## src/rtl/parity_pkg.sv

```systemverilog
// parity_pkg: shared states, parity-sense constants and frame length helper
package parity_pkg;
  typedef enum logic {IDLE, SHIFT} state_t;
  localparam bit PARITY_EVEN = 1'b0;
  localparam bit PARITY_ODD = 1'b1;
  function automatic int frame_len(input int data_w);
    return data_w + 1;
  endfunction
endpackage

```

## src/rtl/parity_frame_tx_if.sv

```systemverilog
// parity_frame_tx_if: data handshake plus parallel and serial frame outputs
interface parity_frame_tx_if import parity_pkg::*; #(
  parameter int DATA_W = 4,
  parameter int CNT_W = 8
);
  logic [DATA_W-1:0] din;
  logic din_valid;
  logic din_ready;
  logic [frame_len(DATA_W)-1:0] frame_q;
  logic frame_vld;
  logic tx_bit;
  logic tx_valid;
  logic tx_last;
  logic [CNT_W-1:0] frame_cnt;
  modport master (
    output din, din_valid,
    input din_ready, frame_q, frame_vld, tx_bit, tx_valid, tx_last, frame_cnt
  );
  modport slave (
    input din, din_valid,
    output din_ready, frame_q, frame_vld, tx_bit, tx_valid, tx_last, frame_cnt
  );
endinterface

```

## src/rtl/parity_gen.sv

```systemverilog
// parity_gen: combinational parity bit, even when ODD=0 and odd when ODD=1
module parity_gen import parity_pkg::*; #(
  parameter int DATA_W = 4,
  parameter bit ODD = PARITY_EVEN
) (
  input  logic [DATA_W-1:0] d,
  output logic p
);
  assign p = ^d ^ ODD;
endmodule

```

## src/rtl/parity_frame_tx.sv

```systemverilog
// parity_frame_tx: frames a nibble with parity, holds it in parallel and shifts it out MSB first
module parity_frame_tx import parity_pkg::*; #(
  parameter int DATA_W = 4,
  parameter bit ODD = PARITY_EVEN,
  parameter int CNT_W = 8
) (
  input logic clk,
  input logic rst,
  parity_frame_tx_if.slave bus
);
  localparam int FL = frame_len(DATA_W);
  localparam int IW = $clog2(FL);
  localparam logic [IW-1:0] LAST = IW'(DATA_W);
  state_t state, state_d;
  logic [IW-1:0] idx, idx_d;
  logic [FL-1:0] sr, sr_d, frame_d;
  logic vld_d, p, last, xfer;
  parity_gen #(.DATA_W(DATA_W), .ODD(ODD)) u_par (.d(bus.din), .p(p));
  assign last = state == SHIFT && idx == LAST;
  assign bus.din_ready = state == IDLE || last;
  assign xfer = bus.din_valid && bus.din_ready;
  assign bus.tx_bit = sr[FL-1];
  // a transfer on the parity cycle reloads directly so the line never idles
  always_comb begin
    state_d = state;
    idx_d = idx;
    sr_d = sr;
    frame_d = bus.frame_q;
    vld_d = bus.frame_vld;
    if (xfer) begin
      state_d = SHIFT;
      idx_d = '0;
      sr_d = {bus.din, p};
      frame_d = {bus.din, p};
      vld_d = 1'b1;
    end else if (last) begin
      state_d = IDLE;
      idx_d = '0;
      sr_d = '0;
      vld_d = 1'b0;
    end else if (state == SHIFT) begin
      idx_d = idx + 1'b1;
      sr_d = sr << 1;
    end
  end
  always_ff @(posedge clk) begin
    if (rst) begin
      state <= IDLE;
      idx <= '0;
      sr <= '0;
      bus.frame_q <= '0;
      bus.frame_vld <= 1'b0;
      bus.tx_valid <= 1'b0;
      bus.tx_last <= 1'b0;
      bus.frame_cnt <= '0;
    end else begin
      state <= state_d;
      idx <= idx_d;
      sr <= sr_d;
      bus.frame_q <= frame_d;
      bus.frame_vld <= vld_d;
      bus.tx_valid <= state_d == SHIFT;
      bus.tx_last <= state_d == SHIFT && idx_d == LAST;
      bus.frame_cnt <= bus.frame_cnt + CNT_W'(last);
    end
  end
endmodule

```

## src/flat_wrapper.sv

```systemverilog
// flat-port wrapper written by rule: the top's interface ports become plain ports
module parity_frame_tx_flat import parity_pkg::*;
#(
  parameter int DATA_W = 4,
  parameter bit ODD = PARITY_EVEN,
  parameter int CNT_W = 8
)
  (clk, rst, bus_din, bus_din_valid, bus_din_ready, bus_frame_q, bus_frame_vld, bus_tx_bit, bus_tx_valid, bus_tx_last, bus_frame_cnt);
  parity_frame_tx_if #(.DATA_W(DATA_W), .CNT_W(CNT_W)) bus_i ();
  input logic clk;
  input logic rst;
  input wire logic [$bits(bus_i.din)-1:0] bus_din;
  input wire logic [$bits(bus_i.din_valid)-1:0] bus_din_valid;
  output wire logic [$bits(bus_i.din_ready)-1:0] bus_din_ready;
  output wire logic [$bits(bus_i.frame_q)-1:0] bus_frame_q;
  output wire logic [$bits(bus_i.frame_vld)-1:0] bus_frame_vld;
  output wire logic [$bits(bus_i.tx_bit)-1:0] bus_tx_bit;
  output wire logic [$bits(bus_i.tx_valid)-1:0] bus_tx_valid;
  output wire logic [$bits(bus_i.tx_last)-1:0] bus_tx_last;
  output wire logic [$bits(bus_i.frame_cnt)-1:0] bus_frame_cnt;
  assign bus_i.din = bus_din;
  assign bus_i.din_valid = bus_din_valid;
  assign bus_din_ready = bus_i.din_ready;
  assign bus_frame_q = bus_i.frame_q;
  assign bus_frame_vld = bus_i.frame_vld;
  assign bus_tx_bit = bus_i.tx_bit;
  assign bus_tx_valid = bus_i.tx_valid;
  assign bus_tx_last = bus_i.tx_last;
  assign bus_frame_cnt = bus_i.frame_cnt;
  parity_frame_tx #(.DATA_W(DATA_W), .ODD(ODD), .CNT_W(CNT_W)) u_core (.clk(clk), .rst(rst), .bus(bus_i));
endmodule
```

## config.mk

```make
export PLATFORM = sky130hd
export DESIGN_NAME = parity_frame_tx_flat
export DESIGN_NICKNAME = d
export VERILOG_FILES = /design/src/rtl/parity_pkg.sv /design/src/rtl/parity_frame_tx_if.sv /design/src/rtl/parity_gen.sv /design/src/rtl/parity_frame_tx.sv /design/src/flat_wrapper.sv
export SDC_FILE = /design/constraint.sdc
export NUM_CORES = 1
export LEC_CHECK = 0
export ABC_AREA = 1
export CORE_AREA = 2 2 52 54
export DETAILED_ROUTE_END_ITERATION = 8
export DIE_AREA = 0 0 54 56
export PLACE_DENSITY = 0.83
export REMOVE_ABC_BUFFERS = 1
export SLEW_MARGIN = 20
export SYNTH_ARGS = -nofsm -noshare
export SYNTH_HDL_FRONTEND = slang
export SYNTH_SLANG_ARGS = --single-unit
```

## constraint.sdc

```tcl
create_clock -name clk -period 1.6 [get_ports clk]
set_clock_uncertainty 0.1 [all_clocks]
set_input_delay 0.32 -clock clk [delete_from_list [all_inputs] [get_ports clk]]
set_output_delay 0.32 -clock clk [all_outputs]
set_load 0.1 [all_outputs]
```

# Yosys cells after proc, flatten, opt, wreduce, memory -nomap -nowiden
# Cells that the tools add are included.
# op_classes
n_addsub,2
reduce_logical,7
n_eq_ne,2
muxes,10
bitwise,1
# op_table
cell,count
$mux 5,3
$mux 3,3
$add 8x1->8,1
$eq 3x3->1 const B,2
$mux 1,4
$reduce_xor 4->1,1
$add 3x1->3 const B,1
$logic_and 1x1->1,3
$reduce_bool 3->1,1
$reduce_bool 2->1,1
$logic_or 1x1->1,1
$not 1->1,1
# word_totals
out_inout_bits,18
elab_cells,29
ff_bits,24
in_bits,7

# Longest topological paths before layout
# Gate-level depths: netlist of run 1.
# logic_depth
ltp_word,7
mapped_depth,10

# By module
# From an unflattened synthesis of run 1, not the netlist that was laid out.
# unflattened
cells_unflattened,142
area_unflattened_um2,1117.3
# by_module_without_submodules
mod,area_each_um2,cells_per_inst,n_inst,seq_area_each_um2
parity_frame_tx,1043.5,123,1,480.5
parity_gen,73.8,19,1,0.0

# Worst setup path before layout of run 1
# No wires, ideal clock.
# synth_timing
path_kind,register to register
from,register u_core.bus.tx_valid (netlist name)
to,register u_core.bus.frame_cnt[6]
arrival_ps,2206
slack_ps,-823
path_stages_with_launch,10
period_less_slack_ps,2423
n_path_buf,1
t_required_ps,1383
cell_sequence,dfxtp_1 buf_4 nand3_1 inv_1 ha_1 ha_1 nand3_1 nor2_1 xnor2_1 nor2_1
# synth_lines
element,line_no,text
end signal: assignment,parity_frame_tx.sv:64,bus.frame_cnt <= bus.frame_cnt + CNT_W'(last);
end: declaration,parity_frame_tx_if.sv:21,"output din_ready, frame_q, frame_vld, tx_bit, tx_valid, tx_last, frame_cnt"

# Worst setup path after layout of run 1
# layout_timing
from,register u_core.idx[0]
to,output port bus_din_ready
# layout_between
elab_chain_cells,3
# layout_lines
element,line_no,text
start: declaration,parity_frame_tx.sv:15,"logic [IW-1:0] idx, idx_d;"
start signal: assignment,parity_frame_tx.sv:58,idx <= idx_d;
$eq 3x3->1,parity_frame_tx.sv:19,assign last = state == SHIFT && idx == LAST;
$logic_and 1x1->1,parity_frame_tx.sv:19,
$logic_or 1x1->1,parity_frame_tx.sv:20,assign bus.din_ready = state == IDLE || last;
end: declaration,flat_wrapper.sv:14,output wire logic [$bits(bus_i.din_ready)-1:0] bus_din_ready;
# No other way between the ends.

==> results.toml, run 1 <==
[drt]
final_antenna_net_count = 0
routed_wl_um = 2850
drt_iter0_drc = 34
route.detailed.drc = 0
drt_pass1_iterations = 4
post_drt_wl_per_cell_um = 14.2
vias_per_cell = 5.28
num_vias = 1062

[global_routing]
grt_pass1_vias = 1018
grt_max_degree = 13
track_usage_pct = 19.3
grt_pass1_wl_um = 4310
antenna_found_initial = 0
overflow = 0

[critical_path]
r2r_cells = 10
crit_required_ns = 1.18
reg2reg_from = "u_core.idx[0]$_SDFF_PP0_"
reg2reg_slack_ns = -0.10
critPathKind = "flip-flop to primary output"
cp.arrival_ns = 1.30
critPathCaptureType = "primary output"
r2r-end = "u_core.bus.frame_cnt[6]$_SDFF_PP0_"
startpoint_type = "flip-flop"
cp_max_fo = 2

[floorplanning]
dieHeight_um = 56
rows = 18
die_area_um2 = 3020
core-area_um2 = 2430
io_pins = 25
die_w_um = 54
initial_core_util_pct = 42.1

[placed_design]
place_area_um2 = 1530
port_buffers = 24
place_inst = 193
place_congestion = 0.736
dp_hpwl_um = 1780

[hold_path]
hold_start = "u_core.bus.frame_q[3]$_SDFFE_PP0P_"
hold_depth = 2
hp-class = "flip-flop to flip-flop"
hold_path_end = "u_core.bus.frame_q[3]$_SDFFE_PP0P_"

[power]
vdd_ir_drop_max_mv = 0.569
power_density_nw_per_um2 = 724
finalPower_uw = 1240
p_leak_uw = 0.000703

[flow_run]
cap_violations = 0

[clocking]
numCtsBuffers = 3
clockBufferDepth = 2
worstSkewPairLatency_ns = 0.32
cts_tree = "done"
htreeDepth = 1
hold_buffers = 0
cts_root_buffer = "clkbuf_4"
path_clk_slew_ns = 0.13
clock-sinks = 24

[timing]
setup_ws_ns = -0.124
rsz0062_at_grt = "true"
max_freq_mhz = 580
tightest_slew_ns = 0.323
setup_viol = 15
fin_crit_sh_pct = 108
max_slew_margin_pct = 78.5
drv_slew = 0
period_needed_ns = 1.72
finalHoldViolCount = 0

[synth]
syn_area_per_cell_um2 = 7.64
ys_ff_latch = 24
synth_edf_count = 0
seq_area_frac_synth_pct = 46.9
yosysTopAreaCellShare_pct = 46.9
yosysWarnings = 0
synth.top_cells.by_count = "31 x nand2_1, 24 x dfxtp_1, 14 x inv_1"
ys_top_cells_by_area = "dfxtp_1 47%, nand2_1 11%, nand3_1 5.4%, inv_1 5.1%, a21oi_1 4.9%"
netlist_area_um2 = 1020
synth_top_area_cell = "dfxtp_1"
synth_cell_types = 19
syn-instance-count = 134
ys.flop_type = "dfxtp_1"
async_flop_share_pct = 0
synth.most_common_cell = "nand2_1"

[layout]
final_cells = 201
diodes = 0
multi_input_area_um2 = 589
fin_area_um2 = 1720
drive_gt1_share_pct = 38.0
nets = 184
ff_latch_area_um2 = 483
fillers = 152
syn_to_final_growth_pct = 67.7

[outcome]
status = "finished, violations left"
failed_checks = "setup timing"
## area by class of cell
cell class,count,area share (%)
inverter,16,3.64
timing repair buffer,37,30.4
multi-input combinational,91,34.3
clock buffer,3,1.31
sequential,24,28.1
tap,30,2.19
## through the flow
stage / TNS, ns / hold WS (ns) / util [%] / setup slack, ns
after global placement: -0.0618 / 0.375 / 62.7 / -0.0510
final: -0.597 / 0.413 / 70.6 / -0.124
after floorplan: -10.94 / 0.289 / - / -0.857
after CTS: -0.149 / 0.400 / 67.4 / -0.118
after detailed placement: -0.317 / 0.382 / 62.7 / -0.138
after global routing: -1.80 / 0.433 / 70.6 / -0.166
## timing repair
| item | in CTS | in global routing |
|---|---|---|
| setup endpoints to repair | 6 | 15 |
| hold endpoints to repair | 0 | 0 |
| gates resized for setup | 18 | 18 |
| pin swaps | 4 | 9 |
| setup buffers | 3 | 2 |
## critical path: stages, from the launching register on
cell	delay (ns)
dfxtp_2	0.36
inv_2	0.05
ha_4	0.16
buf_6	0.11
nand2_4	0.07
nand2_4	0.06
buf_12	0.17
## report_power, final
part	switching, µW	internal (µW)	total (µW)
registers	20.3	622	642
clock network	181	88.4	269
logic	205	125	330
## how the worst max path moves through the flow
stage,start,endpoint,slack [ns],depth (start not counted)
after floorplan,u_core.bus.tx_valid$_SDFF_PP0_,u_core.bus.frame_cnt[6]$_SDFF_PP0_,-0.86,8
after global placement,u_core.idx[0]$_SDFF_PP0_,u_core.bus.frame_cnt[6]$_SDFF_PP0_,-0.05,10
after detailed placement,u_core.idx[0]$_SDFF_PP0_,u_core.bus.frame_cnt[4]$_SDFF_PP0_,-0.14,9
after CTS,u_core.idx[1]$_SDFF_PP0_,bus_din_ready,-0.12,6
after global routing,u_core.idx[0]$_SDFF_PP0_,bus_din_ready,-0.17,6
final,u_core.idx[0]$_SDFF_PP0_,bus_din_ready,-0.12,6
## cells by family after synthesis
logic type	Yosys count	synth area share (%)
AND/OR/NAND/NOR	60	24.3
AO/OA/AOI/OAI	23	13.0
buffers and inverters	19	7.46
adder cells (fa/ha/maj)	4	4.89
XOR/XNOR	4	3.42
flip-flops	24	46.9
## sequential cells by signal, indices dropped and copies added (netlist names)
register and count:
u_core.bus.tx_valid 1, u_core.idx 3, u_core.bus.tx_last 1, u_core.bus.frame_cnt 8, u_core.bus.frame_vld 1, u_core.bus.frame_q 5
u_core.sr 5
## placed cells by master (no fill, tap or decap), drive strengths merged
master | Yosys | final
a31oi | 5 | 5
clkbuf | 1 | 3
inv | 16 | 16
nand4 | 1 | 1
dfxtp | 24 | 24
nor3 | 2 | 2
a21oi | 11 | 11
nand2 | 33 | 33
buf | 2 | 31
o21ai | 7 | 7
xnor2 | 2 | 2
nor2 | 13 | 13
ha | 4 | 4
xor2 | 2 | 2
nand3 | 11 | 11
clkdlybuf4s50 | 0 | 6
## per-layer routing
layer	up-vias	part of all wire [%]	GRT usage [%]
met1	504	36	21.4
li1	509	-	-
met2	44	57	33.8
met3	5	5.0	2.15
met5	-	0	0
met4	0	2.2	11.4
Power figures use the tool's default switching activity.
==> inputs of run 2 (changes only) <==
--- a/config.mk
+++ b/config.mk
@@ -6,10 +6,10 @@
 export NUM_CORES = 1
 export LEC_CHECK = 0
 export ABC_AREA = 1
-export CORE_AREA = 2 2 52 54
+export CORE_AREA = 2 2 50 52
 export DETAILED_ROUTE_END_ITERATION = 8
-export DIE_AREA = 0 0 54 56
-export PLACE_DENSITY = 0.83
+export DIE_AREA = 0 0 52 54
+export PLACE_DENSITY = 0.85
 export REMOVE_ABC_BUFFERS = 1
 export SLEW_MARGIN = 20
 export SYNTH_ARGS = -nofsm -noshare
==> constraint.sdc (replaced) <==
create_clock -name clk -period 1.9 [get_ports clk]
set_clock_uncertainty 0.1 [all_clocks]
set_input_delay 0.38 -clock clk [delete_from_list [all_inputs] [get_ports clk]]
set_output_delay 0.38 -clock clk [all_outputs]
set_load 0.1 [all_outputs]
==> run 2 against run 1 <==
  * The run now ends clean
  * Die area is 7.1% lower
  * First-iteration DRC count is 24% lower
  * Flip-flop and latch count stayed put
  * Highest routed layer unchanged
==> results.toml, run 2 (synthesized netlist as in run 1, its figures left out) <==
[layout]
ff_latch_area_um2 = 480
largest-register = "u_core.bus.frame_cnt"
mostFrequentLayoutCells = "31 x nand2_1, 24 x dfxtp_1, 18 x buf_12"
largest_reg_flops = 8
syn_to_final_growth_pct = 50.4
fillers = 180
nets = 173
top_regs = "u_core.bus.frame_cnt: 8 flops, u_core.bus.frame_q: 5 flops, u_core.sr: 5 flops"
multi_input_area_um2 = 489
drive_gt1_share_pct = 21.1
fin_area_um2 = 1540
layout_commonest_cell = "nand2_1"
diodes = 0

[power]
p_seq_share_pct = 51.1
p_sw_share_pct = 31.0
power_frac_clock_pct = 25.5
vdd_ir_drop_max_mv = 0.502
comb_power_share_pct = 23.5
p_leak_uw = 0.000643
power_switching_uw = 327
internal-power_uw = 729
power_density_nw_per_um2 = 686

[critical_path]
reg2reg_from = "u_core.idx[0]$_SDFF_PP0_"
reg2reg_slack_ns = 0.09
cp_max_fo = 7
cp.depth = 5
max_stage_delay_ns = 0.40
crit_path_start = "u_core.idx[0]$_SDFF_PP0_"
crit_required_ns = 1.42
critPathKind = "flip-flop to primary output"
r2r-end = "u_core.bus.frame_cnt[6]$_SDFF_PP0_"
cp.arrival_ns = 1.34
cp_num_buf_inv = 2
startpoint_type = "flip-flop"
r2r_cells = 10
crit_path_top_delay_cell = "dfxtp_1"
crit_path_cell_trace = "inv_2 -> ha_4 -> nand2_4 -> nand2_2 -> buf_12"
critical-path-top-delay-family = "flip-flops"
critPathCaptureType = "primary output"
cp-endpoint = "bus_din_ready"

[drt]
drt_iter0_drc = 26
drt_pass1_iterations = 4
wl_met1_um = 928
vias_per_cell = 5.13
route.detailed.drc = 0
final_antenna_net_count = 0
post_drt_wl_per_cell_um = 12.5
highest_layer = "met4"
num_vias = 980
routed_wl_um = 2400
dr_wl_met3_um = 112
route.met2.wl_um = 1290

[timing]
fin_crit_sh_pct = 95.9
finalHoldViolCount = 0
holdWs_ns = 0.406
setup_viol = 0
drv_slew = 0
period_needed_ns = 1.82
tightest_slew_ns = 0.280
max_freq_mhz = 549
max_slew_margin_pct = 81.3

[clocking]
numCtsBuffers = 3
path_clk_slew_ns = 0.12
cts_tree = "done"
cts_root_buffer = "clkbuf_4"
htreeDepth = 1
clock-sinks = 24
clockBufferDepth = 2
worstSkewPairLatency_ns = 0.32

[floorplanning]
core-area_um2 = 2320
initial_core_util_pct = 44.1
dieHeight_um = 54
io_pins = 25
rows = 18
die_w_um = 52
die_area_um2 = 2810

[placed_design]
place_area_um2 = 1480
place_congestion = 0.723
dp_hpwl_um = 1820
port_buffers = 24

[flow_run]
cap_violations = 0

[global_routing]
antenna_found_initial = 0
track_usage_pct = 19.1
grt_pass1_vias = 928
grt_max_degree = 14
overflow = 0
grt_pass1_wl_um = 3800

[outcome]
status = "complete, no violations"

[hold_path]
hp-class = "flip-flop to flip-flop"
## run 2: cell types whose count changed in the layout (fill, tap and decap cells not counted), moves of 2 or more
cell	delta
nand2_1	+9
nor2_1	+2
a21oi_2	-4
nand3_1	+3
dfxtp_1	+2
buf_4	-10
dfxtp_2	-2
nand3_2	-2
nand2_4	-2
nand2_2	-7
ha_2	+2
a21oi_1	+4
ha_4	-2
## run 2: tightest hold or removal path, cell delays in order, from the launching register on
cell,delay [ns]
dfxtp_1,0.33
nand3_1,0.08
a21oi_1,0.06
## run 2: how the worst min path moves through the flow
stage,startpoint,end,cells past startpoint
2_1_floorplan,rst,u_core.bus.frame_q[0]$_SDFFE_PP0P_,1
3_3_place_gp,u_core.sr[0]$_SDFFE_PP0P_,u_core.sr[0]$_SDFFE_PP0P_,2
3_5_place_dp,u_core.sr[3]$_SDFFE_PP0P_,u_core.sr[4]$_SDFFE_PP0P_,2
4_1_cts,u_core.sr[0]$_SDFFE_PP0P_,u_core.sr[0]$_SDFFE_PP0P_,2
5_1_grt,u_core.sr[0]$_SDFFE_PP0P_,u_core.sr[0]$_SDFFE_PP0P_,2
6_report,u_core.sr[0]$_SDFFE_PP0P_,u_core.sr[0]$_SDFFE_PP0P_,2
## run 2: layout make-up
| class | count | share of cell area [%] |
|---|---|---|
| timing repair buffer | 26 | 28.3 |
| sequential | 24 | 31.2 |
| clock buffer | 4 | 2.36 |
| multi-input combinational | 91 | 31.8 |
| inverter | 16 | 3.90 |
| tap | 30 | 2.44 |
## run 2: power by group through the flow
stage | clock [µW] | sequential [µW] | combinational (µW)
floorplan | 0 | 628 | 64.3
global placement | 0 | 549 | 235
detailed placement | 0 | 550 | 241
CTS | 271 | 539 | 243
global route | 293 | 542 | 261
finish | 269 | 539 | 248
## run 2: metrics by stage
stage / instances / util, % / TNS [ns] / power, µW / setup slack [ns]
floorplan: 131 / - / -4.45 / 693 / -0.557
global placement: 187 / 63.8 / 0 / 785 / 0.204
detailed placement: 187 / 63.8 / 0 / 791 / 0.0854
CTS: 191 / 65.6 / 0 / 1050 / 0.00875
global route: 191 / 66.3 / -0.000455 / 1100 / -0.000455
finish: 191 / 66.3 / 0 / 1060 / 0.0772
## run 2: layer usage
metal / track usage [%] / up-vias
met2: 34.4 / 26
met1: 19.7 / 458
met5: 0 / -
li1: - / 491
met3: 3.61 / 5
met4: 14.0 / 0
## run 2: timing repair
item / in CTS / in global routing
setup buffers: 0 / 0
hold buffers: 0 / 0
gates resized for setup: 1 / 6
pin swaps: 0 / 2
setup endpoints to repair: 1 / 5
